### config.mk
export PLATFORM = sky130hd
export DESIGN_NAME = regfile_writeback
export DESIGN_NICKNAME = d
export VERILOG_FILES = /design/src/rtl/regfile_writeback_pkg.sv /design/src/rtl/regfile_writeback_wb_fifo.sv /design/src/rtl/regfile_writeback.sv
export SDC_FILE = /design/constraint.sdc
export NUM_CORES = 1
export LEC_CHECK = 0
export ABC_AREA = 1
export BUFFER_PORTS_ARGS = -buffer_cell sky130_fd_sc_hd__buf_2
export CAP_MARGIN = 20
export CORE_MARGIN = 8
export CORE_UTILIZATION = 25
export DETAILED_ROUTE_END_ITERATION = 10
export HOLD_SLACK_MARGIN = 0.15
export SLEW_MARGIN = 15
export SYNTH_ARGS = -nofsm -noshare
export SYNTH_HDL_FRONTEND = slang
export SYNTH_HIERARCHICAL = 1
export SYNTH_SLANG_ARGS = --single-unit
export TNS_END_PERCENT = 10
### constraint.sdc
create_clock -name clk -period 7.2 [get_ports clk]
set_input_delay 1.44 -clock clk [delete_from_list [all_inputs] [get_ports clk]]
set_output_delay 1.44 -clock clk [all_outputs]
set_load 0.05 [all_outputs]
### src/rtl/regfile_writeback_pkg.sv
// rtl/regfile_writeback_pkg.sv - shared CPU constants and types for the write-back unit
package regfile_writeback_pkg;

    localparam logic [1:0] DST_R31 = 2'd0;
    localparam logic [1:0] DST_RT  = 2'd1;
    localparam logic [1:0] DST_RD  = 2'd2;

    localparam logic [4:0] REG_LINK = 5'd31;

    localparam int WB_DATA_W = 32;

    typedef struct packed {
        logic [4:0]           addr;
        logic [WB_DATA_W-1:0] data;
    } wb_entry;

    // Destination selection; encoding 3 falls back to the link register like 0.
    function automatic logic [4:0] resolve_addr(input logic [1:0] sel,
                                                input logic [4:0] rt,
                                                input logic [4:0] rd);
        logic [4:0] addr;
        case (sel)
            DST_RT:  addr = rt;
            DST_RD:  addr = rd;
            default: addr = REG_LINK;
        endcase
        return addr;
    endfunction

endpackage

### src/rtl/regfile_writeback_wb_fifo.sv
// rtl/regfile_writeback_wb_fifo.sv - generic circular FIFO with flush, count and per-slot key view
module wb_fifo #(
    parameter int DEPTH = 2,
    parameter int W     = 37,
    parameter int KW    = 5
) (
    input  logic                     clk,
    input  logic                     rst_n,
    input  logic                     flush,
    input  logic                     push,
    input  logic [W-1:0]             push_data,
    input  logic                     pop,
    output logic [W-1:0]             head_data,
    output logic [$clog2(DEPTH):0]   count,
    output logic                     full,
    output logic [DEPTH*KW-1:0]      keys,
    output logic [DEPTH-1:0]         valid
);

    localparam int PW = $clog2(DEPTH);
    localparam int CW = PW + 1;

    logic [W-1:0]  mem_q [DEPTH];
    logic [W-1:0]  mem_d [DEPTH];
    logic [PW-1:0] head_q, head_d;
    logic [PW-1:0] tail_q, tail_d;
    logic [CW-1:0] count_q, count_d;
    logic [W-1:0]  last_q, last_d;
    logic          do_push;
    logic          do_pop;

    assign count = count_q;
    assign full  = (count_q == CW'(DEPTH));
    // When empty, the last popped entry is shown so the write port stays quiet.
    assign head_data = (count_q != '0) ? mem_q[head_q] : last_q;

    // Next-state: flush wins; otherwise push and pop may both happen.
    always_comb begin
        mem_d   = mem_q;
        head_d  = head_q;
        tail_d  = tail_q;
        count_d = count_q;
        last_d  = last_q;
        do_push = push && !full;
        do_pop  = pop && (count_q != '0);
        if (flush) begin
            head_d  = '0;
            tail_d  = '0;
            count_d = '0;
        end else begin
            if (do_push) begin
                mem_d[tail_q] = push_data;
                tail_d        = tail_q + 1'b1;
            end
            if (do_pop) begin
                last_d = mem_q[head_q];
                head_d = head_q + 1'b1;
            end
            count_d = count_q + CW'(do_push) - CW'(do_pop);
        end
    end

    // Slot i is occupied when its distance from head is below count.
    always_comb begin
        keys  = '0;
        valid = '0;
        for (int i = 0; i < DEPTH; i++) begin
            logic [PW-1:0] off;
            off = PW'(i) - head_q;
            valid[i] = ({1'b0, off} < count_q);
            keys[i*KW +: KW] = mem_q[i][W-1 -: KW];
        end
    end

    // State registers with asynchronous clear.
    always_ff @(posedge clk or negedge rst_n) begin
        if (!rst_n) begin
            for (int i = 0; i < DEPTH; i++) mem_q[i] <= '0;
            head_q  <= '0;
            tail_q  <= '0;
            count_q <= '0;
            last_q  <= '0;
        end else begin
            for (int i = 0; i < DEPTH; i++) mem_q[i] <= mem_d[i];
            head_q  <= head_d;
            tail_q  <= tail_d;
            count_q <= count_d;
            last_q  <= last_d;
        end
    end

endmodule

### src/rtl/regfile_writeback.sv
// rtl/regfile_writeback.sv - buffered register-file write port with pending-write scoreboard
module regfile_writeback
    import regfile_writeback_pkg::*;
#(
    parameter int DEPTH  = 2,
    parameter int DATA_W = 32
) (
    input  logic                    clk,
    input  logic                    rst_n,
    input  logic                    in_valid,
    output logic                    in_ready,
    input  logic [1:0]              in_dst_sel,
    input  logic [4:0]              in_rt,
    input  logic [4:0]              in_rd,
    input  logic                    in_link,
    input  logic                    in_hw,
    input  logic [DATA_W-1:0]       in_data,
    input  logic [DATA_W-1:0]       in_pc4,
    input  logic                    flush,
    input  logic                    wr_stall,
    output logic                    wr_en,
    output logic [4:0]              wr_addr,
    output logic [DATA_W-1:0]       wr_data,
    input  logic [4:0]              q_rs,
    input  logic [4:0]              q_rt,
    output logic                    busy_rs,
    output logic                    busy_rt,
    output logic [$clog2(DEPTH):0]  count
);

    localparam int W  = 5 + DATA_W;
    localparam int HW = DATA_W / 2;

    logic [4:0]         res_addr;
    logic [DATA_W-1:0]  res_data;
    logic               push;
    logic               full;
    logic [W-1:0]       head_data;
    logic [DEPTH*5-1:0] keys;
    logic [DEPTH-1:0]   valid;

    // Resolve destination register and data shaping at push time.
    always_comb begin
        res_addr = resolve_addr(in_dst_sel, in_rt, in_rd);
        if (in_link)
            res_data = in_pc4;
        else if (in_hw)
            res_data = {{(DATA_W-HW){1'b0}}, in_data[DATA_W-1:HW]};
        else
            res_data = in_data;
    end

    // Writes to r0 are accepted but never occupy a slot.
    assign in_ready = !full;
    assign push     = in_valid && in_ready && !flush && (res_addr != 5'd0);
    assign wr_en    = (count != '0) && !wr_stall && !flush;
    assign wr_addr  = head_data[W-1 -: 5];
    assign wr_data  = head_data[DATA_W-1:0];

    wb_fifo #(
        .DEPTH (DEPTH),
        .W     (W),
        .KW    (5)
    ) u_fifo (
        .clk       (clk),
        .rst_n     (rst_n),
        .flush     (flush),
        .push      (push),
        .push_data ({res_addr, res_data}),
        .pop       (wr_en),
        .head_data (head_data),
        .count     (count),
        .full      (full),
        .keys      (keys),
        .valid     (valid)
    );

    // Scoreboard compare over stored entries only; r0 is never busy.
    always_comb begin
        busy_rs = 1'b0;
        busy_rt = 1'b0;
        for (int i = 0; i < DEPTH; i++) begin
            if (valid[i] && (keys[i*5 +: 5] == q_rs) && (q_rs != 5'd0)) busy_rs = 1'b1;
            if (valid[i] && (keys[i*5 +: 5] == q_rt) && (q_rt != 5'd0)) busy_rt = 1'b1;
        end
    end

endmodule
==> impl_metrics.csv <==
group,metric,value,unit
route,wl,22500,µm
cells_and_area,syn_to_final_growth,18.2,%
route,vias_per_cell,4.63,
clock_tree,h-tree-depth,4,
route,drc_errors,0,
route,ant_nets,0,
timing,setup_viol,0,
clock_tree,cts_made_buffers,17,
synthesis,syn_avg_cell_area,6.71,µm²
die,fp-row-count,60,
placement,place_congestion,0.801,
synthesis,ys_warn_count,6,
synthesis,synthTopCellsByArea,"dfrtp_1 42%, nand2_1 30%, nand4_1 7.2%, nand3_1 3.4%, o21ai_0 3.1%",
cells_and_area,layout-drive-gt1-share,17.3,%
outcome,status,"finished clean",
synthesis,synthTopCellsByCount,"558 x nand2_1, 115 x dfrtp_1, 79 x nand4_1, 49 x inv_1, 47 x nand3_1",
timing,max_freq,248,MHz
pwr,p_leak,4.67,nW
clock_tree,cts.sinks,115,
route,dr_total_vias,6776,
pwr,powerDensity,286,nW/µm²
clock_tree,cts_tree,"built",
critical_path,path_max_fanout,40,
global_route,grt_max_degree,79,
timing,min_period,4.03,ns
synthesis,syn-cell-area,6890,µm²
critical_path,criticalPathCategory,"reg -> out",
route,first_iter_violations,479,
global_route,first_global_vias,6514,
worst_hold_path,hp-class,"reg -> reg",
cells_and_area,diodes,0,
pwr,peakVddDrop,0.168,mV
synthesis,yosysMostFrequentCell,"nand2_1",
clock_tree,cts-root-buf,"clkbuf_16",
clock_tree,post_cts_resized,0,
timing,rsz0062_at_grt,"no",
synthesis,yosysTopAreaCellShare,41.8,%
synthesis,ys_seq_elements,115,
die,die_h,182,µm
route,wl_per_cell,15.4,µm
critical_path,worstSetupStartpointType,"flop",
die,start_util,25.5,%
die,die-area,33100,µm²
timing,finalHoldViolCount,0,
timing,skew,0.00747,ns
clock_tree,clk_pin_slew,0.05,ns
timing,tightest_slew,0.919,ns
global_route,grt_pass1_wl,36000,µm
global_route,antenna_found_initial,1,
synthesis,synth.distinct_cells,23,
die,ioPinCount,136,
die,core,27000,µm²
timing,relSlewSlack,38.7,%
synthesis,synth_largest_area_cell,"dfrtp_1",
timing,period_share,56.0,%
synthesis,synth_edf_count,0,
synthesis,synthFlopType,"dfrtp_1",
global_route,grt_usage,13.6,%
die,die_w,182,µm
synthesis,ys_seq_area_share,41.8,%
timing,setup_tns,0,ns
critical_path,end_kind,"output port",
critical_path,required,5.76,ns
clock_tree,post_cts_hold_buffer_count,0,
synthesis,synth_nets,1124,
placement,placed_cell_area,7620,µm²
global_route,grt-ovfl-total,0,
placement,port-buffer-count,135,
clock_tree,postCtsSetupBuffers,0,
synthesis,async_reset_ff_share,100,%
critical_path,crit_arrival,2.59,ns
clock_tree,clock_latency,0.41,ns
route,firstDrtPassIters,5,
timing,slew_violations,0,
job,max_cap_violations,0,
clock_tree,cts_buffer_depth,2,
cells_and_area,finalNetCount,1207,
placement,dp_hpwl,15800,µm
cells_and_area,stdcell_area,8150,µm²
synthesis,syn_inst,1027,
==> through the flow <==
step	std cells	total power, W	hold WS [ns]	utilization, %	setup WS [ns]
floorplan	1027	0.00141	0.442	-	3.03
global placement	1432	0.00159	0.454	28.2	3.15
detailed placement	1432	0.00160	0.458	28.2	3.09
CTS	1462	0.00235	0.472	30.1	3.13
global route	1462	0.00248	0.487	30.1	2.93
finish	1462	0.00233	0.469	30.1	3.17
==> worst max-delay path, stage by stage (launching register included) <==
cell and delay (ns):
dfrtp_1 0.31, buf_4 0.41, inv_2 0.44, o21ai_0 0.36
nand2_1 0.09, nor2_1 0.14, nand4_1 0.10, nand2_1 0.07
buf_2 0.26
==> registers in the layout, summed over array words and instances, names as in the netlist <==
name,count
u_fifo/count,2
u_fifo/last_q,37
u_fifo/head_q,1
u_fifo/keys,10
u_fifo/mem_q,64
u_fifo/tail_q,1
==> placed cells by master (no fill, tap or decap), types with 3 or more instances in the layout <==
cell       synthesis  routed
nand2_1          558     558
buf_2             41     134
dfrtp_1          115     115
nand4_1           79      79
inv_1             49      49
nand3_1           47      46
o21ai_0           43      43
nor2_1            25      22
clkbuf_16          0      17
o21ai_2           10      10
buf_4             23       9
clkinv_2           0       6
ha_1               4       4
clkbuf_8           0       4
inv_2              4       4
nor2_2             2       4
a21oi_1            3       3
clkbuf_1          12       3
nand3_2            2       3
==> cell families after synthesis <==
logic type	Yosys count	synth area share [%]
compound gates	57	4.68
xor+xnor	2	0.254
fa+ha+maj	4	0.726
buf+inv	132	9.42
flops	115	41.8
simple gates	717	43.2
==> final timing paths <==
check	from	endpoint	slack [ns]	cells past startpoint
worst min register to register	u_fifo/mem_q[61]$_DFFE_PN0P_	u_fifo/mem_q[61]$_DFFE_PN0P_	0.47	2
max in group asynchronous	rst_n	u_fifo/mem_q[66]$_DFFE_PN0P_	4.85	2
min in group asynchronous	rst_n	u_fifo/last_q[12]$_DFFE_PN0P_	1.11	1
worst min-delay path	u_fifo/mem_q[61]$_DFFE_PN0P_	u_fifo/mem_q[61]$_DFFE_PN0P_	0.47	2
worst max register to register	u_fifo/count[0]$_DFF_PN0_	u_fifo/mem_q[57]$_DFFE_PN0P_	3.62	10
worst max-delay path	u_fifo/head_q$_DFFE_PN0P_	busy_rs	3.17	8
==> layout make-up <==
type | count | area [µm²]
clock buffers | 24 | 492
multi-input cells | 780 | 3380
repair buffers | 143 | 738
fillers | 2985 | 18900
well taps | 341 | 427
inverters | 53 | 199
flip-flops and latches | 115 | 2880
clock inverters | 6 | 30.0
==> power by group <==
part,internal [W],total (W),switching (W),leakage [nW]
sequential,0.000793,0.000890,0.0000975,1.52
clock,0.000467,0.000743,0.000276,0.265
combinational,0.000186,0.000697,0.000511,2.89
==> per-layer routing <==
metal	GRT usage, %	vias up	share of wire [%]
li1	-	3414	-
met1	19.7	3133	50
met2	20.4	206	44
met3	2.46	21	4.9
met4	3.74	2	1.3
met5	0	-	0.053
Power figures use the tool's default switching activity.
